$ cat config.mk
export PLATFORM = sky130hd
export DESIGN_NAME = preg_alloc_ctrl
export DESIGN_NICKNAME = d
export VERILOG_FILES = /design/src/rtl/mips_core_pkg.sv /design/src/rtl/preg_alloc_ctrl_prio_enc.sv /design/src/rtl/preg_alloc_ctrl.sv
export SDC_FILE = /design/constraint.sdc
export NUM_CORES = 1
export LEC_CHECK = 0
export ABC_AREA = 1
export ABC_CLOCK_PERIOD_IN_PS = 10800
export BUFFER_PORTS_ARGS = -buffer_cell sky130_fd_sc_hd__buf_4
export CORE_MARGIN = 3
export CORE_UTILIZATION = 27
export CTS_CLUSTER_DIAMETER = 100
export DETAILED_ROUTE_END_ITERATION = 10
export PLACE_DENSITY = 0.49
export RECOVER_POWER = 25
export SLEW_MARGIN = 15
export SYNTH_ARGS = -nofsm -noshare
export SYNTH_HDL_FRONTEND = slang
export SYNTH_SLANG_ARGS = --single-unit
$ cat constraint.sdc
create_clock -name clk -period 10.8 [get_ports clk]
set_clock_uncertainty 0.15 [all_clocks]
set_input_delay 0.54 -clock clk [delete_from_list [all_inputs] [get_ports clk]]
set_output_delay 0.54 -clock clk [all_outputs]
set_load 0.02 [all_outputs]
$ cat src/rtl/mips_core_pkg.sv
// Shared types and sizing for the physical-register allocator.
// Free map bit i = 1 means physical register i is free.
package mips_core_pkg;

  localparam int NUM_PREGS = 64;
  localparam int NUM_AREGS = 32;
  localparam int NUM_CKPT  = 4;
  localparam int NUM_REL   = 2;
  localparam int PW        = $clog2(NUM_PREGS);
  localparam int CW        = $clog2(NUM_CKPT);

  typedef logic [PW-1:0]        preg_t;
  typedef logic [CW-1:0]        ckpt_id_t;
  typedef logic [NUM_PREGS-1:0] free_map_t;

  function automatic free_map_t reset_map();
    free_map_t m;
    for (int i = 0; i < NUM_PREGS; i++) begin
      m[i] = (i >= NUM_AREGS);
    end
    return m;
  endfunction

  localparam free_map_t RESET_MAP = reset_map();

  function automatic logic [PW:0] popcnt(free_map_t m);
    logic [PW:0] c;
    c = '0;
    for (int i = 0; i < NUM_PREGS; i++) begin
      c = c + {{PW{1'b0}}, m[i]};
    end
    return c;
  endfunction

endpackage

$ cat src/rtl/preg_alloc_ctrl_prio_enc.sv
// Find-first-set over the free map: lowest free preg index plus valid.
// Index is zero when no bit is set.
module preg_prio_enc
  import mips_core_pkg::*;
(
  input  logic [NUM_PREGS-1:0] map_i,
  output logic [PW-1:0]        idx_o,
  output logic                 vld_o
);

  always_comb begin
    idx_o = '0;
    vld_o = 1'b0;
    for (int i = NUM_PREGS - 1; i >= 0; i--) begin
      if (map_i[i]) begin
        idx_o = preg_t'(i);
        vld_o = 1'b1;
      end
    end
  end

endmodule

$ cat src/rtl/preg_alloc_ctrl.sv
// Physical-register free list with branch checkpoint stack.
// Optional PREG_DBL_FREE_CHECK_EN builds the sticky double-free detector.
module preg_alloc_ctrl
  import mips_core_pkg::*;
(
  input  logic                  clk,
  input  logic                  rst_n,
  input  logic                  alloc_req,
  output logic                  alloc_gnt,
  output logic [PW-1:0]         alloc_preg,
  input  logic [NUM_REL-1:0]    rel_valid,
  input  logic [NUM_REL*PW-1:0] rel_preg,
  input  logic                  ckpt_req,
  output logic                  ckpt_ready,
  output logic [CW-1:0]         ckpt_id,
  input  logic                  ckpt_commit,
  input  logic                  restore_req,
  input  logic [CW-1:0]         restore_id,
  output logic [PW:0]           free_count,
  output logic                  err_dbl_free
);

  free_map_t   map_q, map_d;
  logic [PW:0] cnt_q, cnt_d;
  free_map_t   slot_q [NUM_CKPT];
  free_map_t   slot_d [NUM_CKPT];
  ckpt_id_t    head_q, head_d;
  ckpt_id_t    tail_q, tail_d;
  logic [CW:0] live_q, live_d;

  preg_t     enc_idx;
  logic      enc_vld;
  free_map_t rel_mask;
  free_map_t gnt_mask;
  free_map_t kept;
  ckpt_id_t  rst_off;
  logic      rst_ok;
  logic      commit_ok;
  logic      ckpt_ok;

  preg_prio_enc u_enc (
    .map_i (map_q),
    .idx_o (enc_idx),
    .vld_o (enc_vld)
  );

  assign alloc_gnt  = alloc_req && enc_vld && !restore_req;
  assign alloc_preg = enc_idx;
  assign ckpt_ready = live_q < (CW+1)'(NUM_CKPT);
  assign ckpt_id    = tail_q;
  assign free_count = cnt_q;

  // Preg 0 is hard-wired allocated, so its release is dropped here.
  always_comb begin
    rel_mask = '0;
    for (int p = 0; p < NUM_REL; p++) begin
      if (rel_valid[p] && rel_preg[p*PW +: PW] != '0) begin
        rel_mask[rel_preg[p*PW +: PW]] = 1'b1;
      end
    end
  end

  assign gnt_mask  = alloc_gnt ? (free_map_t'(1) << enc_idx) : '0;
  assign kept      = map_q & ~gnt_mask;
  assign rst_off   = restore_id - head_q;
  assign rst_ok    = restore_req && ({1'b0, rst_off} < live_q);
  assign commit_ok = ckpt_commit && (live_q != '0);
  assign ckpt_ok   = ckpt_req && ckpt_ready && !restore_req;

  always_comb begin
    map_d  = kept | rel_mask;
    cnt_d  = cnt_q - {{PW{1'b0}}, alloc_gnt}
           + popcnt(rel_mask & ~kept);
    head_d = head_q;
    tail_d = tail_q;
    live_d = live_q;
    for (int i = 0; i < NUM_CKPT; i++) begin
      slot_d[i] = slot_q[i] | rel_mask;
    end
    if (rst_ok) begin
      map_d  = slot_q[restore_id] | rel_mask;
      cnt_d  = popcnt(map_d);
      tail_d = restore_id;
      live_d = {1'b0, rst_off};
      // Commit pops head only if the restore left an older slot alive.
      if (ckpt_commit && rst_off != '0) begin
        head_d = head_q + 1'b1;
        live_d = {1'b0, rst_off} - 1'b1;
      end
    end else begin
      if (commit_ok) begin
        head_d = head_q + 1'b1;
      end
      if (ckpt_ok) begin
        slot_d[tail_q] = map_d;
        tail_d         = tail_q + 1'b1;
      end
      live_d = live_q + {{CW{1'b0}}, ckpt_ok}
             - {{CW{1'b0}}, commit_ok};
    end
  end

  always_ff @(posedge clk or negedge rst_n) begin
    if (!rst_n) begin
      map_q  <= RESET_MAP;
      cnt_q  <= (PW+1)'(NUM_PREGS - NUM_AREGS);
      head_q <= '0;
      tail_q <= '0;
      live_q <= '0;
      for (int i = 0; i < NUM_CKPT; i++) begin
        slot_q[i] <= '0;
      end
    end else begin
      map_q  <= map_d;
      cnt_q  <= cnt_d;
      head_q <= head_d;
      tail_q <= tail_d;
      live_q <= live_d;
      for (int i = 0; i < NUM_CKPT; i++) begin
        slot_q[i] <= slot_d[i];
      end
    end
  end

`ifdef PREG_DBL_FREE_CHECK_EN
  logic err_q, err_d;
  logic dbl;

  always_comb begin
    dbl = 1'b0;
    for (int p = 0; p < NUM_REL; p++) begin
      if (rel_valid[p] && rel_preg[p*PW +: PW] != '0
          && map_q[rel_preg[p*PW +: PW]]) begin
        dbl = 1'b1;
      end
    end
    err_d = err_q | dbl;
  end

  always_ff @(posedge clk or negedge rst_n) begin
    if (!rst_n) begin
      err_q <= 1'b0;
    end else begin
      err_q <= err_d;
    end
  end

  assign err_dbl_free = err_q;
`else
  assign err_dbl_free = 1'b0;
`endif

endmodule
# Yosys cells after proc, flatten, opt, wreduce, memory -nomap -nowiden
# Index checks and enable logic that the tools add are counted.
dict set report totals {
  regBits 334
  input_bits 22
  out_inout_bits 18
}
dict set report classes {
  n_eq_ne 1
  bitwise 13
  n_reduce_logical 20
  n_addsub 134
  n_shift 1
  n_mux 152
  order_cmp 9
}
# op count
set op_table {}
lappend op_table {{7-bit by 1-bit adder with 7-bit output} 114}
lappend op_table {{256-bit two-way mux} 2}
lappend op_table {{64-bit two-way mux} 7}
lappend op_table {{64-bit OR} 7}
lappend op_table {{6-bit two-way mux} 64}
lappend op_table {{256-bit bitwise mux} 1}
lappend op_table {{64-bit bitwise AND} 2}
lappend op_table {{64-bit binary-select mux with 2-bit select} 1}
lappend op_table {{64-bit demux with 2-bit select} 1}
lappend op_table {{64-bit inverter} 2}
lappend op_table {{1-bit two-way mux} 66}
lappend op_table {{1-bit by 6-bit left shift with 64-bit output (first input constant)} 1}
lappend op_table {{6-bit by 1-bit adder with 7-bit output} 2}
lappend op_table {{6-bit by 7-bit less-than comparator with 1-bit output (second input constant)} 2}
lappend op_table {{5-bit by 1-bit adder with 6-bit output} 2}
lappend op_table {{1-bit demux with 6-bit select} 2}
lappend op_table {{6-bit by 1-bit greater-or-equal comparator with 1-bit output (second input constant)} 2}
lappend op_table {{1-bit logical AND} 12}
lappend op_table {{6-bit nonzero test} 2}
lappend op_table {{4-bit by 1-bit adder with 5-bit output} 2}
lappend op_table {{2-bit two-way mux} 5}
lappend op_table {{3-bit by 1-bit adder with 4-bit output} 2}
lappend op_table {{7-bit adder} 1}
lappend op_table {{7-bit two-way mux} 1}
lappend op_table {{19 further kinds} 27}

# Longest topological paths before layout
dict set report depth {
  depth_word 136
  mapped_depth 92
  depth_no_buf 92
}

# Modules after synthesis
# Synthesis repeated with hierarchy kept, for this count alone.
dict set report hier_totals {
  hier_cells 2942
  hier_area_um2 22158.8
}
# module instances area_per_inst_um2 seq_area_each_um2 cells_each
set modules_own_cells {}
lappend modules_own_cells {preg_alloc_ctrl 1 21244.1 8399.3 2718}
lappend modules_own_cells {preg_prio_enc 1 914.6 0.0 224}

# Worst setup path before layout
# Ideal clock, no wire load.
dict set report synth_path {
  path_kind {register -> register}
  startpoint {register map_q[62]}
  endpoint {register cnt_q[6] (netlist: free_count[6])}
  t_required_ns 10.584
  setup_slack_ns 1.135
  path_stages_with_launch 91
  t_arrival_ns 9.448
  cell_sequence {dfstp_2 inv_1 nand2_1 nand2_1 nand2_1 nand2_1 nand2_1 nand2_1 nand2_1 nand2_1 nand2_1 nand2_1 nand2_1 nand2_1 nand2_1 nand2_1 nand2_1 nand2_1 [... 55 more ...] inv_1 fa_1 fa_1 fa_1 fa_1 fa_1 fa_1 inv_1 fa_1 fa_1 a21oi_1 o21bai_1 nand2_1 nand2_1 a21oi_1 xor2_1 nand2_1 nand2_1}
}
dict set report synth_via {
  elab_chain_cells 135
  word_cells_on_any_way 200
  cone_classes {65 x add/sub; 1 x shift; 128 x mux; 4 x bitwise; 2 x reduce/logical}
}
# item line
set synth_lines {}
lappend synth_lines {{from (decl)} preg_alloc_ctrl.sv:23} ;# free_map_t map_q, map_d;
lappend synth_lines {{from (signal assigned)} preg_alloc_ctrl.sv:114} ;# map_q <= map_d;
lappend synth_lines {{1-bit two-way mux (63 in a row)} preg_alloc_ctrl_prio_enc.sv:15} ;# if (map_i[i]) begin
lappend synth_lines {{1-bit logical AND (2 in a row)} preg_alloc_ctrl.sv:47} ;# assign alloc_gnt = alloc_req && enc_vld && !restore_req;
lappend synth_lines {{64-bit two-way mux} preg_alloc_ctrl.sv:63} ;# assign gnt_mask = alloc_gnt ? (free_map_t'(1) << enc_idx) : '0;
lappend synth_lines {{64-bit inverter} preg_alloc_ctrl.sv:64} ;# assign kept = map_q & ~gnt_mask;
lappend synth_lines {{64-bit bitwise AND} preg_alloc_ctrl.sv:64}
lappend synth_lines {{64-bit inverter} preg_alloc_ctrl.sv:73} ;# + popcnt(rel_mask & ~kept);
lappend synth_lines {{64-bit bitwise AND} preg_alloc_ctrl.sv:73}
lappend synth_lines {{1-bit by 1-bit adder with 2-bit output} mips_core_pkg.sv:30} ;# c = c + {{PW{1'b0}}, m[i]};
lappend synth_lines {{2-bit by 1-bit adder with 3-bit output} mips_core_pkg.sv:30}
lappend synth_lines {{3-bit by 1-bit adder with 4-bit output} mips_core_pkg.sv:30}
lappend synth_lines {{4-bit by 1-bit adder with 5-bit output} mips_core_pkg.sv:30}
lappend synth_lines {{5-bit by 1-bit adder with 6-bit output} mips_core_pkg.sv:30}
lappend synth_lines {{6-bit by 1-bit adder with 7-bit output} mips_core_pkg.sv:30}
lappend synth_lines {{7-bit by 1-bit adder with 7-bit output (57 in a row)} mips_core_pkg.sv:30}
lappend synth_lines {{7-bit adder (*)} preg_alloc_ctrl.sv:73}
lappend synth_lines {{7-bit two-way mux (*)} preg_alloc_ctrl.sv:80} ;# if (rst_ok) begin
lappend synth_lines {{named net cnt_d[6]} preg_alloc_ctrl.sv:24} ;# logic [PW:0] cnt_q, cnt_d;
lappend synth_lines {{to (signal assigned)} preg_alloc_ctrl.sv:106} ;# cnt_q <= (PW+1)'(NUM_PREGS - NUM_AREGS);
lappend synth_lines {{to (signal assigned)} preg_alloc_ctrl.sv:115} ;# cnt_q <= cnt_d;
lappend synth_lines {{to (decl)} preg_alloc_ctrl.sv:24}
# The timed path passes the listed nets; every way through them passes the cells marked *.
# A chain may end at the register's enable or synchronous reset.

# Worst setup path after layout
# Ends and elaborated chain as after synthesis.

==> results.json <==
{
  "timing.max_slew.rel_slack_pct": -347,
  "last_weighted_congestion_value_of_the_routability_driven_placer": 1.01,
  "pin_count_of_the_biggest_net_entering_global_routing": 129,
  "h-tree-depth": 2,
  "detail_route.iter0.violations": 1720,
  "clk_root_buffer_cell": "sky130_fd_sc_hd__clkbuf_16",
  "drc": 0,
  "routed_via_density": 5.08,
  "worstReg2RegEnd": "free_count[6]$_DFF_PN0_",
  "cp-end-kind": "flop",
  "critical_path.reg2reg.startpoint": "map_q[62]$_DFF_PN1_",
  "nNetsFinal": 2825,
  "clk_latency_ps": 610,
  "worst_ep_required_time_ps": 11170,
  "die_w_um": 287,
  "cts.clk_slew.worst_paths_ps": 60,
  "cp-endpoint": "free_count[6]$_DFF_PN0_",
  "syn-num-nets": 2799,
  "area_delta_synth_final_pct": 15.0,
  "yosys_register_bits": 334,
  "crit_buf_inv": 4,
  "regArea_um2": 8400,
  "total_number_of_vias": 18849,
  "detailed_route_wire_length_per_cell_um": 21.4,
  "rows": 102,
  "timing.final.hold_violations": 0,
  "syn-cell-area_um2": 21300,
  "synthesis.area_per_instance_um2": 8.16,
  "multi_input_comb_area_um2": 11300,
  "first_global_vias": 18230,
  "run_status": "finished with violations",
  "post-place-ws_ps": 182,
  "violations": "capacitance limit, slew limit",
  "synth.yosys.warnings": 0,
  "slew_viols_final": 267,
  "clock_path_buffers": 3,
  "post_synth_inst_count": 2607,
  "grt.met2_usage_pct": 30.8,
  "globalRoute.busiestLayer": "met2",
  "post-route-period-util_pct": 96.8,
  "effective_utilization_at_floorplan_pct": 27.4,
  "ant_nets": 0,
  "placement.io_buffers": 38,
  "grt_antenna_before_repair": 0,
  "startpoint_type_of_the_worst_setup_path": "flop",
  "worstRegToRegCells": 90,
  "ys_async_sr_fraction_pct": 100,
  "globalRouteMet3Util_pct": 4.25,
  "die_h_um": 287,
  "fillerInstances": 8262,
  "worst-path-max-fanout": 4,
  "cp.arrival_ps": 10820,
  "drt_first_pass_iters": 7,
  "cpMaxStageDelayCell": "sky130_fd_sc_hd__fa_1",
  "tns_ps": 0,
  "hold_path_startpoint": "restore_req",
  "synth_flop_cell": "sky130_fd_sc_hd__dfrtp_1",
  "global_route_wire_length_before_repair_um": 119000,
  "cts.sink_count": 334,
  "grt_setup_unrepaired": "true",
  "design.die.area_um2": 82200,
  "globalRoute.totalOverflow": 0,
  "min_period_ps": 10450,
  "cts_made_buffers": 44,
  "worst_path_dominant_cell_family": "adder cells",
  "dp_hpwl_um": 57900,
  "post_synth_num_cell_types": 45,
  "path_common_cell": "sky130_fd_sc_hd__nand2_1",
  "final-instance-count-excl-fill": 3707,
  "groute.layer.met1.usage_pct": 25.8,
  "critical_path_class": "flop to flop",
  "io_pins": 40,
  "setup_viol_count_final": 0,
  "tritoncts": "yes",
  "setup.reg_to_reg.worst_slack_ps": 350,
  "worst-path-stages": 90,
  "hold_path_class": "input pin to flop",
  "maxCapViolations": 3,
  "coreArea_um2": 77700,
  "critPathMaxStageDelay_ps": 590,
  "tightest_slew_ps": 6700,
  "timing.fmax_mhz": 95.7,
  "detail_route.wirelength_um": 79500,
  "yosysSeqAreaShare_pct": 39.5,
  "synth-edff-count": 0,
  "startpoint": "map_q[62]$_DFF_PN1_",
  "dp.cells": 3619,
  "postLayoutSetupSlackWorst_ps": 348,
  "grt.total_usage_pct": 19.2,
  "antenna-diode-count": 0,
  "drive_above_1_share_pct": 10.2
}
cell usage after synthesis, types with 2 or more instances:
master	count	area share, %
sky130_fd_sc_hd__inv_1	317	5.6
sky130_fd_sc_hd__xnor2_1	8	0.33
sky130_fd_sc_hd__nand4_1	2	0.059
sky130_fd_sc_hd__o21ai_1	36	0.85
sky130_fd_sc_hd__nand2_4	2	0.11
sky130_fd_sc_hd__o32ai_1	3	0.12
sky130_fd_sc_hd__a21o_1	6	0.21
sky130_fd_sc_hd__buf_1	10	0.18
sky130_fd_sc_hd__nor2_1	236	4.2
sky130_fd_sc_hd__nand3_1	148	3.5
sky130_fd_sc_hd__o221ai_1	12	0.49
sky130_fd_sc_hd__dfrtp_1	301	35
sky130_fd_sc_hd__nand2_1	287	5.1
sky130_fd_sc_hd__nor2_8	2	0.19
sky130_fd_sc_hd__a21oi_2	2	0.082
sky130_fd_sc_hd__inv_2	5	0.088
sky130_fd_sc_hd__xor2_1	8	0.33
sky130_fd_sc_hd__nor4_1	15	0.44
sky130_fd_sc_hd__conb_1	2	0.035
sky130_fd_sc_hd__nand2_2	7	0.21
sky130_fd_sc_hd__o22ai_1	110	3.2
sky130_fd_sc_hd__nand3_4	9	0.74
sky130_fd_sc_hd__a31oi_1	12	0.35
sky130_fd_sc_hd__nand3_2	4	0.19
sky130_fd_sc_hd__clkbuf_1	107	1.9
sky130_fd_sc_hd__nor3_1	33	0.78
sky130_fd_sc_hd__a22oi_1	2	0.071
sky130_fd_sc_hd__fa_1	112	11
sky130_fd_sc_hd__nand3b_1	4	0.14
sky130_fd_sc_hd__or2_2	5	0.15
sky130_fd_sc_hd__o21ai_0	356	8.4
sky130_fd_sc_hd__buf_2	14	0.33
sky130_fd_sc_hd__a21boi_0	2	0.071
sky130_fd_sc_hd__o21bai_1	16	0.56
sky130_fd_sc_hd__dfstp_2	33	4.1
sky130_fd_sc_hd__a21oi_1	309	7.3
sky130_fd_sc_hd__a32oi_1	2	0.082
sky130_fd_sc_hd__ha_1	58	3.4
sky130_fd_sc_hd__nor2_2	4	0.12
state kept, by name (all words and copies together) (netlist names):
register,flops
slot_q,256
map_q,64
free_count,7
live_q,3
ckpt_id,2
head_q,2
worst reg2reg max path: cells and delay by family (launching register included):
| family | cells | cell delay [ps] |
|---|---|---|
| adder cells (fa/ha/maj) | 10 | 4930 |
| AO/OA/AOI/OAI | 3 | 370 |
| XOR/XNOR | 1 | 150 |
| buffers and inverters | 4 | 170 |
| flip-flops | 1 | 520 |
| AND/OR/NAND/NOR | 72 | 4070 |
cells in the final DEF, fill, tap and decap left out, types with 5 or more instances in the layout:
| master | count |
|---|---|
| sky130_fd_sc_hd__nand2_4 | 6 |
| sky130_fd_sc_hd__a21o_1 | 6 |
| sky130_fd_sc_hd__ha_1 | 58 |
| sky130_fd_sc_hd__nand2_2 | 10 |
| sky130_fd_sc_hd__nand3_1 | 145 |
| sky130_fd_sc_hd__nand3_4 | 12 |
| sky130_fd_sc_hd__clkinv_2 | 6 |
| sky130_fd_sc_hd__dfstp_2 | 33 |
| sky130_fd_sc_hd__a31oi_1 | 12 |
| sky130_fd_sc_hd__inv_1 | 313 |
| sky130_fd_sc_hd__a21oi_1 | 304 |
| sky130_fd_sc_hd__buf_4 | 96 |
| sky130_fd_sc_hd__xor2_1 | 8 |
| sky130_fd_sc_hd__clkbuf_1 | 23 |
| sky130_fd_sc_hd__o21ai_1 | 37 |
| sky130_fd_sc_hd__o22ai_1 | 110 |
| sky130_fd_sc_hd__inv_2 | 8 |
| sky130_fd_sc_hd__o21ai_0 | 355 |
| sky130_fd_sc_hd__a21oi_2 | 7 |
| sky130_fd_sc_hd__o21bai_1 | 16 |
| sky130_fd_sc_hd__o221ai_1 | 12 |
| sky130_fd_sc_hd__xnor2_1 | 8 |
| sky130_fd_sc_hd__clkbuf_16 | 44 |
| sky130_fd_sc_hd__nand2_1 | 280 |
| sky130_fd_sc_hd__nor2_2 | 6 |
| sky130_fd_sc_hd__fa_1 | 109 |
| sky130_fd_sc_hd__nor2_1 | 231 |
| sky130_fd_sc_hd__or2_2 | 5 |
| sky130_fd_sc_hd__nor4_1 | 15 |
| sky130_fd_sc_hd__clkbuf_8 | 7 |
| sky130_fd_sc_hd__dfrtp_1 | 301 |
| sky130_fd_sc_hd__nor3_1 | 33 |
cell families (layout without fill, tap and decap cells):
group,after synthesis,count (layout),synth area share (%)
compound gates,871,871,21.9
xor+xnor,16,16,0.658
fa+ha+maj,170,170,13.9
buf+inv,455,515,8.13
flops,334,334,39.5
other cells,2,2,0.0353
simple gates,759,759,15.9
cell type report:
cell class | instances | area share [%]
Multi-Input combinational cell | 1818 | 46.1
Clock inverter | 16 | 0.736
Inverter | 323 | 4.97
Timing Repair Buffer | 112 | 3.43
Sequential cell | 334 | 34.3
Tap cell | 1040 | 5.32
Clock buffer | 64 | 5.09
metal layers:
metal	vias up	share of wire, %
li1	8847	-
met1	9244	44
met2	621	46
met3	137	7.1
met4	0	3.1
met5	-	0
through the flow:
stage / instance area, um^2 / hold slack, ps / utilization [%]
2_1_floorplan: 21300 / 94.4 / -
3_3_place_gp: 22900 / 318 / 29.5
3_5_place_dp: 22900 / 321 / 29.5
4_1_cts: 24400 / 161 / 31.4
5_1_grt: 24500 / 177 / 31.5
6_report: 24500 / 173 / 31.5
worst min path at each step:
stage,to,cells past startpoint
2_1_floorplan,ckpt_id[0]$_DFFE_PN0P_,0
5_1_grt,live_q[1]$_DFF_PN0_,3
3_3_place_gp,slot_q[64]$_DFF_PN0_,2
3_5_place_dp,slot_q[153]$_DFF_PN0_,2
6_report,live_q[1]$_DFF_PN0_,3
4_1_cts,live_q[1]$_DFF_PN0_,3
what timing repair did:
action | CTS | global route
hold buffers | 1 | 0
resized for setup | 0 | 23
hold endpoints to repair | 90 | 0
endpoints found under the setup margin | 0 | 6
buffers inserted | 0 | 7
Power is left out: the tool's default activity adds up to more than one toggle a clock period on the data nets, which glitch-free logic cannot reach.
